## config.mk

```make
export PLATFORM = sky130hd
export DESIGN_NAME = sevenseg_scan_decoder_flat
export DESIGN_NICKNAME = d
export VERILOG_FILES = /design/src/rtl/sevenseg_scan_decoder_if.sv /design/src/rtl/sevenseg_scan_decoder.sv /design/src/flat_wrapper.sv
export SDC_FILE = /design/constraint.sdc
export NUM_CORES = 1
export LEC_CHECK = 0
export ABC_AREA = 1
export ABC_CLOCK_PERIOD_IN_PS = 5420
export BUFFER_PORTS_ARGS = -buffer_cell sky130_fd_sc_hd__buf_2
export CAP_MARGIN = 30
export CORE_MARGIN = 2
export CORE_UTILIZATION = 35
export DETAILED_ROUTE_END_ITERATION = 16
export SYNTH_ARGS = -nofsm -noshare
export SYNTH_HDL_FRONTEND = slang
export SYNTH_SLANG_ARGS = --single-unit
export TNS_END_PERCENT = 50
```

## constraint.sdc

```tcl
create_clock -name clk -period 5.42 [get_ports clk]
set_input_delay 0.271 -clock clk [delete_from_list [all_inputs] [get_ports clk]]
set_output_delay 0.271 -clock clk [all_outputs]
set_load 0.01 [all_outputs]
```

## src/rtl/sevenseg_scan_decoder_if.sv

```systemverilog
// Bundle between a multiplexed 7-segment scan source (master) and the decoder (slave).
// Raw active-low DIGIT/DISPLAY lines in, decoded per-position codes and status out.
interface sevenseg_scan_decoder_if;
    logic [3:0]  DIGIT;
    logic [6:0]  DISPLAY;
    logic [15:0] codes;
    logic        frame_valid;
    logic        err_invalid;
    logic [7:0]  err_count;
    logic        scan_lost;

    modport master (
        output DIGIT, DISPLAY,
        input  codes, frame_valid, err_invalid, err_count, scan_lost
    );

    modport slave (
        input  DIGIT, DISPLAY,
        output codes, frame_valid, err_invalid, err_count, scan_lost
    );
endinterface

```

## src/rtl/sevenseg_scan_decoder.sv

```systemverilog
// Recovers the four digit values from a sniffed, multiplexed 7-segment drive by
// waiting for each anode/segment pair to settle before capturing its decoded value.
module sevenseg_scan_decoder #(
    parameter int SETTLE      = 4,
    parameter int STALL_LIMIT = 4096
) (
    input  logic                   clk,
    input  logic                   rst,
    sevenseg_scan_decoder_if.slave bus
);

    typedef enum logic [1:0] {IDLE, SETTLING, CAPTURED} state_e;

    localparam int                 STALL_W    = $clog2(STALL_LIMIT + 1);
    localparam logic [STALL_W-1:0] STALL_MAX  = STALL_W'(STALL_LIMIT);
    localparam logic [3:0]         SETTLE_TGT = 4'(SETTLE - 2);
    localparam logic [3:0]         CODE_BAD   = 4'hE;

    logic [3:0]         digit_s1_q, digit_s2_q, prev_digit_q;
    logic [6:0]         disp_s1_q, disp_s2_q, prev_disp_q;
    state_e             state_q;
    logic [3:0]         settle_q;
    logic [3:0]         seen_q;
    logic [15:0]        codes_q;
    logic               frame_valid_q;
    logic               err_invalid_q;
    logic [7:0]         err_count_q;
    logic [STALL_W-1:0] stall_q, stall_d;
    logic               scan_lost_q;

    logic               sel_valid;
    logic [1:0]         pos;
    logic [3:0]         code;
    logic               pair_same;
    logic               accept;
    logic [3:0]         seen_d;

    function automatic logic [3:0] decode_seg(input logic [6:0] seg);
        case (seg)
            7'b1000000: return 4'd0;
            7'b1111001: return 4'd1;
            7'b0100100: return 4'd2;
            7'b0110000: return 4'd3;
            7'b0011001: return 4'd4;
            7'b0010010: return 4'd5;
            7'b0000010: return 4'd6;
            7'b1111000: return 4'd7;
            7'b0000000: return 4'd8;
            7'b0010000: return 4'd9;
            7'b1011100: return 4'd10;
            7'b1100011: return 4'd11;
            7'b1111111: return 4'd15;
            default:    return CODE_BAD;
        endcase
    endfunction

    // NOTE: every always_comb output gets a default first, so no path can infer a latch.
    always_comb begin
        sel_valid = 1'b0;
        pos       = 2'd0;
        case (digit_s2_q)
            4'b1110: begin sel_valid = 1'b1; pos = 2'd0; end
            4'b1101: begin sel_valid = 1'b1; pos = 2'd1; end
            4'b1011: begin sel_valid = 1'b1; pos = 2'd2; end
            4'b0111: begin sel_valid = 1'b1; pos = 2'd3; end
            default: begin sel_valid = 1'b0; pos = 2'd0; end
        endcase
    end

    assign code      = decode_seg(disp_s2_q);
    assign pair_same = (digit_s2_q == prev_digit_q) && (disp_s2_q == prev_disp_q);
    // settle_q counts matching consecutive pairs, so SETTLE stable cycles is SETTLE-1 matches.
    assign accept    = (state_q == SETTLING) && sel_valid && pair_same && (settle_q == SETTLE_TGT);
    assign seen_d    = seen_q | (4'b0001 << pos);
    assign stall_d   = accept ? '0 : ((stall_q == STALL_MAX) ? stall_q : stall_q + 1'b1);

    // NOTE: sequential state is written only with non-blocking assignments, so every
    // flop samples the pre-edge values regardless of statement order.
    always_ff @(posedge clk) begin
        if (rst) begin
            digit_s1_q    <= 4'b1111;
            digit_s2_q    <= 4'b1111;
            prev_digit_q  <= 4'b1111;
            disp_s1_q     <= 7'b1111111;
            disp_s2_q     <= 7'b1111111;
            prev_disp_q   <= 7'b1111111;
            state_q       <= IDLE;
            settle_q      <= 4'd0;
            seen_q        <= 4'd0;
            codes_q       <= 16'hFFFF;
            frame_valid_q <= 1'b0;
            err_invalid_q <= 1'b0;
            err_count_q   <= 8'd0;
            stall_q       <= '0;
            scan_lost_q   <= 1'b0;
        end else begin
            digit_s1_q    <= bus.DIGIT;
            digit_s2_q    <= digit_s1_q;
            disp_s1_q     <= bus.DISPLAY;
            disp_s2_q     <= disp_s1_q;
            prev_digit_q  <= digit_s2_q;
            prev_disp_q   <= disp_s2_q;
            frame_valid_q <= 1'b0;
            err_invalid_q <= 1'b0;
            stall_q       <= stall_d;
            scan_lost_q   <= (stall_d >= STALL_MAX);

            if (!sel_valid) begin
                state_q  <= IDLE;
                settle_q <= 4'd0;
            end else begin
                case (state_q)
                    IDLE: begin
                        state_q  <= SETTLING;
                        settle_q <= 4'd0;
                    end
                    SETTLING: begin
                        if (!pair_same) begin
                            settle_q <= 4'd0;
                        end else if (accept) begin
                            state_q                    <= CAPTURED;
                            settle_q                   <= 4'd0;
                            codes_q[{pos, 2'b00} +: 4] <= code;
                            if (seen_d == 4'b1111) begin
                                frame_valid_q <= 1'b1;
                                seen_q        <= 4'd0;
                            end else begin
                                seen_q <= seen_d;
                            end
                            if (code == CODE_BAD) begin
                                err_invalid_q <= 1'b1;
                                if (err_count_q != 8'hFF) err_count_q <= err_count_q + 8'd1;
                            end
                        end else begin
                            settle_q <= settle_q + 4'd1;
                        end
                    end
                    CAPTURED: begin
                        if (!pair_same) begin
                            state_q  <= SETTLING;
                            settle_q <= 4'd0;
                        end
                    end
                    default: begin
                        state_q  <= IDLE;
                        settle_q <= 4'd0;
                    end
                endcase
            end
        end
    end

    assign bus.codes       = codes_q;
    assign bus.frame_valid = frame_valid_q;
    assign bus.err_invalid = err_invalid_q;
    assign bus.err_count   = err_count_q;
    assign bus.scan_lost   = scan_lost_q;

endmodule

```

## src/flat_wrapper.sv

```systemverilog
// flat-port wrapper written by rule: the top's interface ports become plain ports
module sevenseg_scan_decoder_flat 
#(
    parameter int SETTLE      = 4,
    parameter int STALL_LIMIT = 4096
)
  (clk, rst, bus_DIGIT, bus_DISPLAY, bus_codes, bus_frame_valid, bus_err_invalid, bus_err_count, bus_scan_lost);
  sevenseg_scan_decoder_if bus_i ();
  input  logic clk;
  input  logic rst;
  input wire logic [$bits(bus_i.DIGIT)-1:0] bus_DIGIT;
  input wire logic [$bits(bus_i.DISPLAY)-1:0] bus_DISPLAY;
  output wire logic [$bits(bus_i.codes)-1:0] bus_codes;
  output wire logic [$bits(bus_i.frame_valid)-1:0] bus_frame_valid;
  output wire logic [$bits(bus_i.err_invalid)-1:0] bus_err_invalid;
  output wire logic [$bits(bus_i.err_count)-1:0] bus_err_count;
  output wire logic [$bits(bus_i.scan_lost)-1:0] bus_scan_lost;
  assign bus_i.DIGIT = bus_DIGIT;
  assign bus_i.DISPLAY = bus_DISPLAY;
  assign bus_codes = bus_i.codes;
  assign bus_frame_valid = bus_i.frame_valid;
  assign bus_err_invalid = bus_i.err_invalid;
  assign bus_err_count = bus_i.err_count;
  assign bus_scan_lost = bus_i.scan_lost;
  sevenseg_scan_decoder #(.SETTLE(SETTLE), .STALL_LIMIT(STALL_LIMIT)) u_core (.clk(clk), .rst(rst), .bus(bus_i));
endmodule
```

==> results.py, run 1 <==
metrics = {
    "logic_synthesis": {
        "synth-edff-count": 0,
        "synth_ff_type": "dfxtp_1",
        "synthTopCellsByArea": "dfxtp_1, nand2_1, inv_1",
        "async_flop_share": 0,
        "syn_nets": 537,
        "yosysUniqueCellTypes": 35,
        "synth_warnings": 0,
        "yosysSeqAreaShare": 0.422,
        "avgSynthCellArea_um2": 7.60,
        "synth_top_area_cell": "dfxtp_1",
        "synth_seq_cells": 82,
        "synth_cells": 512,
        "synth_top_area_share": 0.422,
        "syn_area_mm2": 0.00389,
    },
    "floorplan": {
        "io_pins": 40,
        "die_x_um": 109,
        "rows": 38,
        "initial_core_util": 0.359,
        "core_area_mm2": 0.0108,
        "die_area_mm2": 0.0120,
        "die_h_um": 109,
    },
    "global_routing": {
        "grt_max_degree": 49,
        "grt_pass1_wl_um": 13000,
        "antenna_found_initial": 0,
        "grt_pass1_vias": 3016,
        "grt.overflow.total": 0,
        "grt_usage": 0.136,
    },
    "sta": {
        "post-route-period-util": 0.433,
        "fmax_ghz": 0.426,
        "final_max_slew_viol_count": 0,
        "setup_tns_ns": 0,
        "rsz0062_at_grt": "false",
        "hold_viol_final": 0,
        "clock_skew_ns": 0.00857,
        "worst_slew_pin_slew_ns": 0.780,
        "finalSetupViolations": 0,
        "setup_ws_ns": 3.07,
        "fin_crit_ns": 2.35,
        "maxSlewHeadroom": 0.480,
    },
    "min_path": {
        "holdCritPathClass": "in -> reg",
    },
    "setup_path": {
        "cp_top_family": "simple AND/OR/NAND/NOR gates",
        "critPathLaunch": "u_core.settle_q[0]",
        "cp_common_cell": "inv_1",
        "worstPathMaxFanout": 13,
        "crit_required_ns": 5.66,
        "cp_num_buf_inv": 4,
        "rr_endpoint": "u_core.seen_q[2]",
        "path_cells": "inv_1, ha_1, nand3_1, inv_1, nand3_2, inv_4, nand3_2, nand2_1, o21ai_1, o21ai_0, inv_1",
        "cp.depth": 11,
        "ff2ff_setup_slack_ns": 3.07,
        "slowest_delay_ns": 0.46,
        "cp_slowest_cell": "nand2_1",
        "end_kind": "flop",
        "path_class": "reg -> reg",
        "cp-endpoint": "u_core.seen_q[2]",
        "r2r-start": "u_core.settle_q[0]",
        "r2r_cells": 11,
        "cp-start-kind": "flop",
        "arrival_ns": 2.59,
    },
    "route": {
        "ant_nets": 0,
        "vias_per_cell": 4.54,
        "finalWirelength_um": 7360,
        "wl_per_cell_um": 10.5,
        "vias": 3175,
        "route.detailed.drc": 0,
        "dr.pass1.iters": 4,
        "drt_iter0_drc": 177,
    },
    "clock_network": {
        "htreeDepth": 3,
        "cts_root_buffer": "clkbuf_8",
        "cts.sinks": 82,
        "cts_made_buffers": 9,
        "cts_tree": "yes",
        "holdBufCountCts": 0,
        "clk_pin_slew_ns": 0.08,
        "clockBufferDepth": 2,
        "cts-resized-gates": 0,
        "postCtsSetupRepairBufs": 0,
        "clock_latency_ns": 0.35,
    },
    "placed_design": {
        "portBuffers": 39,
        "place_ws_ns": 2.93,
        "post-dp-hpwl_um": 5540,
        "globalplace.congestion": 0.889,
    },
    "finish": {
        "diodes": 0,
        "final_layout_size_suffix_gt1_frac": 0.215,
        "syn2layout_area_growth_pct": 14.0,
        "nets": 579,
    },
    "run": {
        "maxCapViolations": 0,
    },
    "pwr": {
        "max-vdd-ir-drop_v": 0.000110,
        "power_density_mw_per_mm2": 269,
        "leakagePower_nw": 2.03,
    },
    "outcome": {
        "status": "complete, no violations",
    },
}
## power by group
group | internal [mW] | switching, mW | leakage [nW] | total (mW)
Combinational | 0.0341 | 0.0664 | 1.26 | 0.100
Sequential | 0.614 | 0.00800 | 0.669 | 0.622
Clock | 0.261 | 0.209 | 0.101 | 0.470
Total | 0.909 | 0.284 | 2.03 | 1.19
## cell usage in the layout, fill, tap and decap left out, types with 2 or more instances in the layout
| master | instances |
|---|---|
| nor3b_1 | 4 |
| nor4_1 | 4 |
| nand2_2 | 7 |
| nand3_1 | 27 |
| nor2_2 | 3 |
| o21ai_1 | 2 |
| clkbuf_8 | 9 |
| nor2_4 | 6 |
| xnor2_1 | 4 |
| nand4_1 | 7 |
| nand2_1 | 132 |
| nor3_1 | 8 |
| or2_2 | 22 |
| a21oi_1 | 31 |
| xor2_1 | 11 |
| o21ai_0 | 7 |
| ha_1 | 12 |
| inv_2 | 11 |
| nor2_8 | 2 |
| buf_2 | 39 |
| nor2_1 | 50 |
| nor3_2 | 2 |
| inv_1 | 51 |
| nand3_4 | 5 |
| nand3_2 | 4 |
| bufinv_16 | 2 |
| a31oi_1 | 2 |
| nand2_4 | 2 |
| clkbuf_1 | 3 |
| dfxtp_1 | 82 |
## layout make-up
cell class | instances | area [µm²]
Tap cell | 140 | 175
Multi-Input combinational cell | 358 | 1970
Inverter | 63 | 239
Sequential cell | 82 | 1640
Clock buffer | 12 | 135
Fill cell | 1102 | 6400
Timing Repair Buffer | 40 | 203
Clock inverter | 4 | 76.3
## synth_stat cells, types with 5 or more instances
library cell / instances
o21ai_0: 7
nand3_4: 5
nand3_1: 27
dfxtp_1: 82
nor3_1: 8
xor2_1: 11
inv_2: 11
or2_2: 22
inv_1: 51
nand2_2: 7
nor2_1: 50
a21oi_1: 31
nor2_4: 6
nand4_1: 7
ha_1: 12
nand2_1: 132
## layer usage
layer  up-vias  routed length, µm  global-route usage
li1       1700                  -                   -
met2        59               3270               0.224
met3         5                349              0.0379
met4         0                 78              0.0425
met5         -                  0                   0
met1      1411               3660               0.172
## cells by family (layout without fill, tap and decap cells)
family | after synthesis | count (layout) | synth area share
adders and majority gates | 12 | 12 | 0.0386
AOI/OAI and AO/OA | 44 | 44 | 0.0585
and+or+nand+nor | 287 | 287 | 0.374
buffers and inverters | 72 | 119 | 0.0727
xor gates and xnor gates | 15 | 15 | 0.0338
DFF | 82 | 82 | 0.422
## through the flow
stage	utilization	instance area [µm²]	total power, mW	instances	hold WS [ns]
after floorplan	-	3890	0.715	512	0.375
after global placement	0.389	4220	0.735	682	0.394
after detailed placement	0.389	4220	0.736	682	0.392
after CTS	0.408	4430	1.21	698	0.0872
after global routing	0.409	4440	1.26	699	0.0813
final	0.409	4440	1.19	699	0.100
## how the worst min path moves through the flow
stage	startpoint	end	slack (ns)	cells after the start
2_1_floorplan	bus_DIGIT[0]	u_core.digit_s1_q[0]	0.37	1
3_3_place_gp	u_core.disp_s1_q[6]	u_core.disp_s2_q[6]	0.39	1
3_5_place_dp	u_core.disp_s1_q[4]	u_core.disp_s2_q[4]	0.39	1
4_1_cts	bus_DISPLAY[0]	u_core.disp_s1_q[0]	0.09	2
5_1_grt	bus_DISPLAY[6]	u_core.disp_s1_q[6]	0.08	2
6_report	bus_DISPLAY[0]	u_core.disp_s1_q[0]	0.10	2
## registers in the layout, indices dropped and copies added, names as in the netlist, 2 cells and up
register,count
u_core.bus.codes,16
u_core.stall_q,12
u_core.bus.err_count,8
u_core.disp_s1_q,7
u_core.disp_s2_q,7
u_core.prev_disp_q,7
u_core.digit_s1_q,4
u_core.digit_s2_q,4
u_core.prev_digit_q,4
u_core.seen_q,4
u_core.settle_q,4
u_core.state_q,2
(Power assumes the default switching activity.)
==> inputs of run 2 (changes only) <==
ABC_CLOCK_PERIOD_IN_PS = 2300   (was 5420)
clock period = 2.3 ns   (was 5.42 ns; I/O delays follow)
==> run 2 against run 1 <==
Net effect:
- combinational power rose to 2.6 times the previous value
- power up 130%
- clock power up 120%
- clock-buffer cell count unchanged
- critical path depth down 1
- global-route usage up 0.18 points
- critical path type unchanged
- highest routed layer unchanged
==> results.py, run 2 (synthesis gave the netlist of run 1 again) <==
metrics = {
    "outcome": {
        "status": "complete, no violations",
    },
    "sta": {
        "final_max_slew_viol_count": 0,
        "rsz0062_at_grt": "false",
        "worst_slew_pin_slew_ns": 0.426,
        "hold_viol_final": 0,
        "finalSetupViolations": 0,
        "fmax_ghz": 0.502,
        "post-route-period-util": 0.867,
        "clock_skew_ns": 0.0104,
        "setup_ws_ns": 0.307,
        "maxSlewHeadroom": 0.716,
        "setup_tns_ns": 0,
        "fin_crit_ns": 1.99,
    },
    "finish": {
        "multiInputGateArea_mm2": 0.00197,
        "mostFrequentLayoutCells": "nand2_1, dfxtp_1, inv_1",
        "n_fill_cell": 1121,
        "fin_cells": 713,
        "syn2layout_area_growth_pct": 17.1,
        "diodes": 0,
        "nets": 594,
        "fin_util": 0.420,
        "stdcell_area_mm2": 0.00456,
        "seq_area_mm2": 0.00164,
        "mostFrequentLayoutCell": "nand2_1",
        "final_layout_size_suffix_gt1_frac": 0.218,
        "largest_reg_flops": 16,
    },
    "placed_design": {
        "dp.cells": 687,
        "place_ws_ns": 0.288,
        "placed_cell_area_mm2": 0.00425,
        "post-dp-hpwl_um": 5580,
        "globalplace.congestion": 0.879,
        "portBuffers": 39,
    },
    "clock_network": {
        "cts_tree": "yes",
        "cts_made_buffers": 9,
        "cts.sinks": 82,
        "clock_latency_ns": 0.35,
        "cts_root_buffer": "clkbuf_8",
        "clk_pin_slew_ns": 0.07,
        "htreeDepth": 3,
        "clockBufferDepth": 2,
    },
    "pwr": {
        "max-vdd-ir-drop_v": 0.000222,
        "leakagePower_nw": 2.09,
        "power_density_mw_per_mm2": 603,
    },
    "global_routing": {
        "grt_max_degree": 48,
        "grt_usage": 0.138,
        "grt_pass1_wl_um": 13000,
        "antenna_found_initial": 0,
        "grt_pass1_vias": 2971,
        "grt.overflow.total": 0,
    },
    "setup_path": {
        "arrival_ns": 2.29,
        "worstPathMaxFanout": 4,
        "cp-start-kind": "flop",
        "end_kind": "flop",
        "path_class": "reg -> reg",
        "crit_required_ns": 2.59,
    },
    "route": {
        "dr.pass1.iters": 4,
        "route.detailed.drc": 0,
        "dr_wl_met2_um": 3400,
        "vias": 3179,
        "ant_nets": 0,
        "wl_per_cell_um": 10.6,
        "finalWirelength_um": 7540,
        "highest_layer": "met4",
        "vias_per_cell": 4.46,
        "drt_iter0_drc": 153,
        "routedLengthMet1_um": 3710,
        "wl_met3_um": 348,
    },
    "run": {
        "maxCapViolations": 0,
    },
    "floorplan": {
        "die_area_mm2": 0.0120,
        "initial_core_util": 0.359,
        "rows": 38,
        "core_area_mm2": 0.0108,
        "die_x_um": 109,
        "io_pins": 40,
        "die_h_um": 109,
    },
    "min_path": {
        "holdCritPathClass": "in -> reg",
    },
}
-- run 2: path summary, 6_finish.rpt --
kind                         from                     end  slack, ns  depth (start not counted)
max          u_core.digit_s2_q[1]        u_core.seen_q[1]       0.31                         10
min                           rst  u_core.prev_digit_q[2]       0.18                          4
min reg2reg   u_core.disp_s1_q[5]     u_core.disp_s2_q[5]       0.40                          1
max reg2reg  u_core.digit_s2_q[1]        u_core.seen_q[1]       0.31                         10
-- run 2: cell type report --
class | count | area share
Clock buffer | 12 | 0.0319
Inverter | 63 | 0.0525
Tap cell | 140 | 0.0385
Timing Repair Buffer | 55 | 0.0753
Clock inverter | 3 | 0.00879
Sequential cell | 82 | 0.360
Multi-Input combinational cell | 358 | 0.433
-- run 2: worst max-delay path, cell delays in order (launching register included) --
cell,delay (ns)
dfxtp_1,0.34
nand2_1,0.11
inv_2,0.06
a31oi_1,0.36
inv_1,0.18
ha_1,0.24
nor2_1,0.12
nor4_2,0.07
o21ai_1,0.25
o21ai_0,0.14
inv_1,0.07
-- run 2: report_power, final --
group          switching, mW  internal (mW)
Sequential            0.0188           1.45
Combinational          0.161         0.0960
Clock                  0.500          0.523
-- run 2: per-stage QoR --
stage               hold slack (ns)  power (mW)
finish                        0.180        2.75
CTS                           0.175        2.78
global route                  0.183        2.88
floorplan                     0.219        1.68
global placement              0.298        1.74
detailed placement            0.301        1.74
-- run 2: layer usage --
layer,GRT usage,vias to the layer above
met4,0.0443,0
met2,0.227,60
met3,0.0373,8
li1,-,1724
met1,0.174,1387
met5,0,-
-- run 2: timing repair --
item | 4_1_cts | 5_1_grt
hold buffers | 11 | 0
gates resized for setup | 0 | 1
endpoints found under the setup margin | 0 | 3
setup buffers | 0 | 0
endpoints found under the hold margin | 11 | 0
==> inputs of run 3 (changes only) <==
ABC_AREA = 0   (was 1)
MAX_ROUTING_LAYER = met4   (was unset)
==> run 3 against run 2 <==
Net effect:
- fmax down 13%
- area after synthesis down 6.0%
- highest routed layer unchanged
- register-to-register slack worse by 0.30 ns
- critical path depth down 4
- non-clock buffer count up 27
- core utilization up 1.9 points
- routed wire length down 0.62%
- power about the same
- largest cell class unchanged
==> results.py, run 3 <==
metrics = {
    "setup_path": {
        "worstPathMaxFanout": 4,
        "end_kind": "flop",
        "crit_required_ns": 2.54,
        "path_class": "reg -> reg",
        "arrival_ns": 2.53,
        "cp-start-kind": "flop",
    },
    "global_routing": {
        "grt_pass1_vias": 2814,
        "antenna_found_initial": 0,
        "grt.overflow.total": 0,
        "grt_pass1_wl_um": 12900,
        "grt_usage": 0.146,
        "grt_max_degree": 37,
    },
    "placed_design": {
        "placed_cell_area_mm2": 0.00414,
        "post-dp-hpwl_um": 5380,
        "portBuffers": 39,
        "globalplace.congestion": 0.817,
    },
    "finish": {
        "seq_area_mm2": 0.00165,
        "final_layout_size_suffix_gt1_frac": 0.317,
        "multiInputGateArea_mm2": 0.00188,
        "nets": 486,
        "stdcell_area_mm2": 0.00450,
        "diodes": 0,
        "syn2layout_area_growth_pct": 23.0,
        "largest_reg_flops": 16,
        "mostFrequentLayoutCells": "dfxtp_1, buf_2, nor2_1",
        "fin_util": 0.440,
        "n_fill_cell": 1027,
        "mostFrequentLayoutCell": "dfxtp_1",
    },
    "sta": {
        "clock_skew_ns": 0.00906,
        "worst_slew_pin_slew_ns": 0.658,
        "final_max_slew_viol_count": 0,
        "setup_tns_ns": 0,
        "post-route-period-util": 0.997,
        "finalSetupViolations": 0,
        "fin_crit_ns": 2.29,
        "hold_viol_final": 0,
        "rsz0062_at_grt": "true",
        "fmax_ghz": 0.436,
        "maxSlewHeadroom": 0.561,
    },
    "pwr": {
        "combPwrFrac": 0.091,
        "max-vdd-ir-drop_v": 0.000346,
        "seq_power_share": 0.535,
        "swShare": 0.229,
        "finalPower_mw": 2.75,
        "power_density_mw_per_mm2": 611,
        "leakagePower_nw": 1.77,
        "p_int_mw": 2.12,
        "clkPwrFrac": 0.374,
        "power_switching_uw": 630,
    },
    "floorplan": {
        "die_h_um": 106,
        "rows": 37,
        "core_area_mm2": 0.0102,
        "io_pins": 40,
        "die_area_mm2": 0.0113,
        "initial_core_util": 0.357,
        "die_x_um": 106,
    },
    "clock_network": {
        "clk_pin_slew_ns": 0.08,
        "clockBufferDepth": 2,
        "cts_made_buffers": 9,
        "cts_root_buffer": "clkbuf_8",
        "clock_latency_ns": 0.35,
        "postCtsSetupRepairBufs": 0,
        "cts_tree": "yes",
        "cts.sinks": 82,
        "htreeDepth": 3,
    },
    "logic_synthesis": {
        "synth_cells": 387,
        "synth_warnings": 0,
        "yosysMostFrequentCell": "dfxtp_1",
        "syn_area_mm2": 0.00366,
        "synth_ff_type": "dfxtp_1",
        "avgSynthCellArea_um2": 9.45,
        "syn_nets": 412,
        "synthTopCellsByArea": "dfxtp_1, or2_2, ha_1",
        "synth_seq_cells": 82,
        "synth_top_area_share": 0.449,
        "synth_top_area_cell": "dfxtp_1",
        "async_flop_share": 0,
        "yosysUniqueCellTypes": 59,
        "synth-edff-count": 0,
        "synthTopCellsByCount": "dfxtp_1, nor2_1, or2_2",
        "yosysSeqAreaShare": 0.449,
    },
    "outcome": {
        "status": "complete, no violations",
    },
    "route": {
        "vias_per_cell": 4.86,
        "route.detailed.drc": 0,
        "wl_per_cell_um": 12.5,
        "finalWirelength_um": 7490,
        "vias": 2918,
        "dr.pass1.iters": 4,
        "ant_nets": 0,
        "drt_iter0_drc": 103,
    },
    "min_path": {
        "holdCritPathClass": "in -> reg",
    },
    "run": {
        "maxCapViolations": 0,
    },
}
==> run 3: timing repair <==
action                                  in CTS  in global routing
endpoints found under the setup margin       6                 29
hold endpoints to repair                    11                  0
pin swaps                                    1                  4
resized for setup                            5                 10
hold buffers                                11                  0
==> run 3: final timing paths <==
| check | start | end | slack, ns | cells past startpoint |
|---|---|---|---|---|
| worst max register to register | u_core.disp_s2_q[2] | u_core.bus.codes[3] | 0.006 | 6 |
| worst min register to register | u_core.disp_s1_q[4] | u_core.disp_s2_q[4] | 0.41 | 1 |
| worst max-delay path | u_core.disp_s2_q[2] | u_core.bus.codes[3] | 0.006 | 6 |
| worst min-delay path | rst | u_core.bus.err_count[0] | 0.31 | 2 |
==> run 3: worst max-delay path: stages, from the launching register on <==
cell	delay (ns)
dfxtp_2	0.34
or4_4	0.54
or3b_4	0.43
nand4_4	0.11
or3b_4	0.40
nor3b_1	0.15
a211o_1	0.23
==> run 3: routing by layer <==
| metal | global-route usage | share of wire | vias up |
|---|---|---|---|
| met5 | - | 0 | - |
| met4 | 0.0404 | 0.010 | 0 |
| met3 | 0.0429 | 0.037 | 7 |
| met2 | 0.243 | 0.50 | 56 |
| met1 | 0.171 | 0.45 | 1355 |
| li1 | - | - | 1500 |
==> run 3: logic make-up after synthesis <==
logic type | synth area share
xor+xnor | 0.0599
compound gates | 0.124
fa+ha+maj | 0.0411
simple gates | 0.273
mux | 0.00616
flops | 0.449
buf+inv | 0.0472
==> run 3: area by class of cell <==
cell class | count | area share
Clock inverter | 3 | 0.00890
Clock buffer | 11 | 0.0337
Timing Repair Buffer | 82 | 0.126
Tap cell | 136 | 0.0378
Inverter | 11 | 0.00918
Multi-Input combinational cell | 275 | 0.417
Sequential cell | 82 | 0.367
==> run 3: per-stage QoR <==
| step | hold slack [ns] | worst slack, ns | cells |
|---|---|---|---|
| floorplan | 0.219 | 0.0581 | 387 |
| global placement | 0.298 | -0.000421 | 575 |
| detailed placement | 0.300 | -0.0197 | 575 |
| CTS | 0.300 | -0.00626 | 600 |
| global route | 0.327 | -0.0455 | 600 |
| finish | 0.307 | 0.00614 | 600 |
==> run 3: power groups by stage <==
| stage | logic [mW] | clock network [mW] | registers (mW) |
|---|---|---|---|
| after CTS | 0.247 | 1.06 | 1.47 |
| final | 0.251 | 1.03 | 1.47 |
| after floorplan | 0.165 | 0 | 1.49 |
| after global placement | 0.229 | 0 | 1.50 |
| after global routing | 0.283 | 1.12 | 1.47 |
| after detailed placement | 0.232 | 0 | 1.50 |
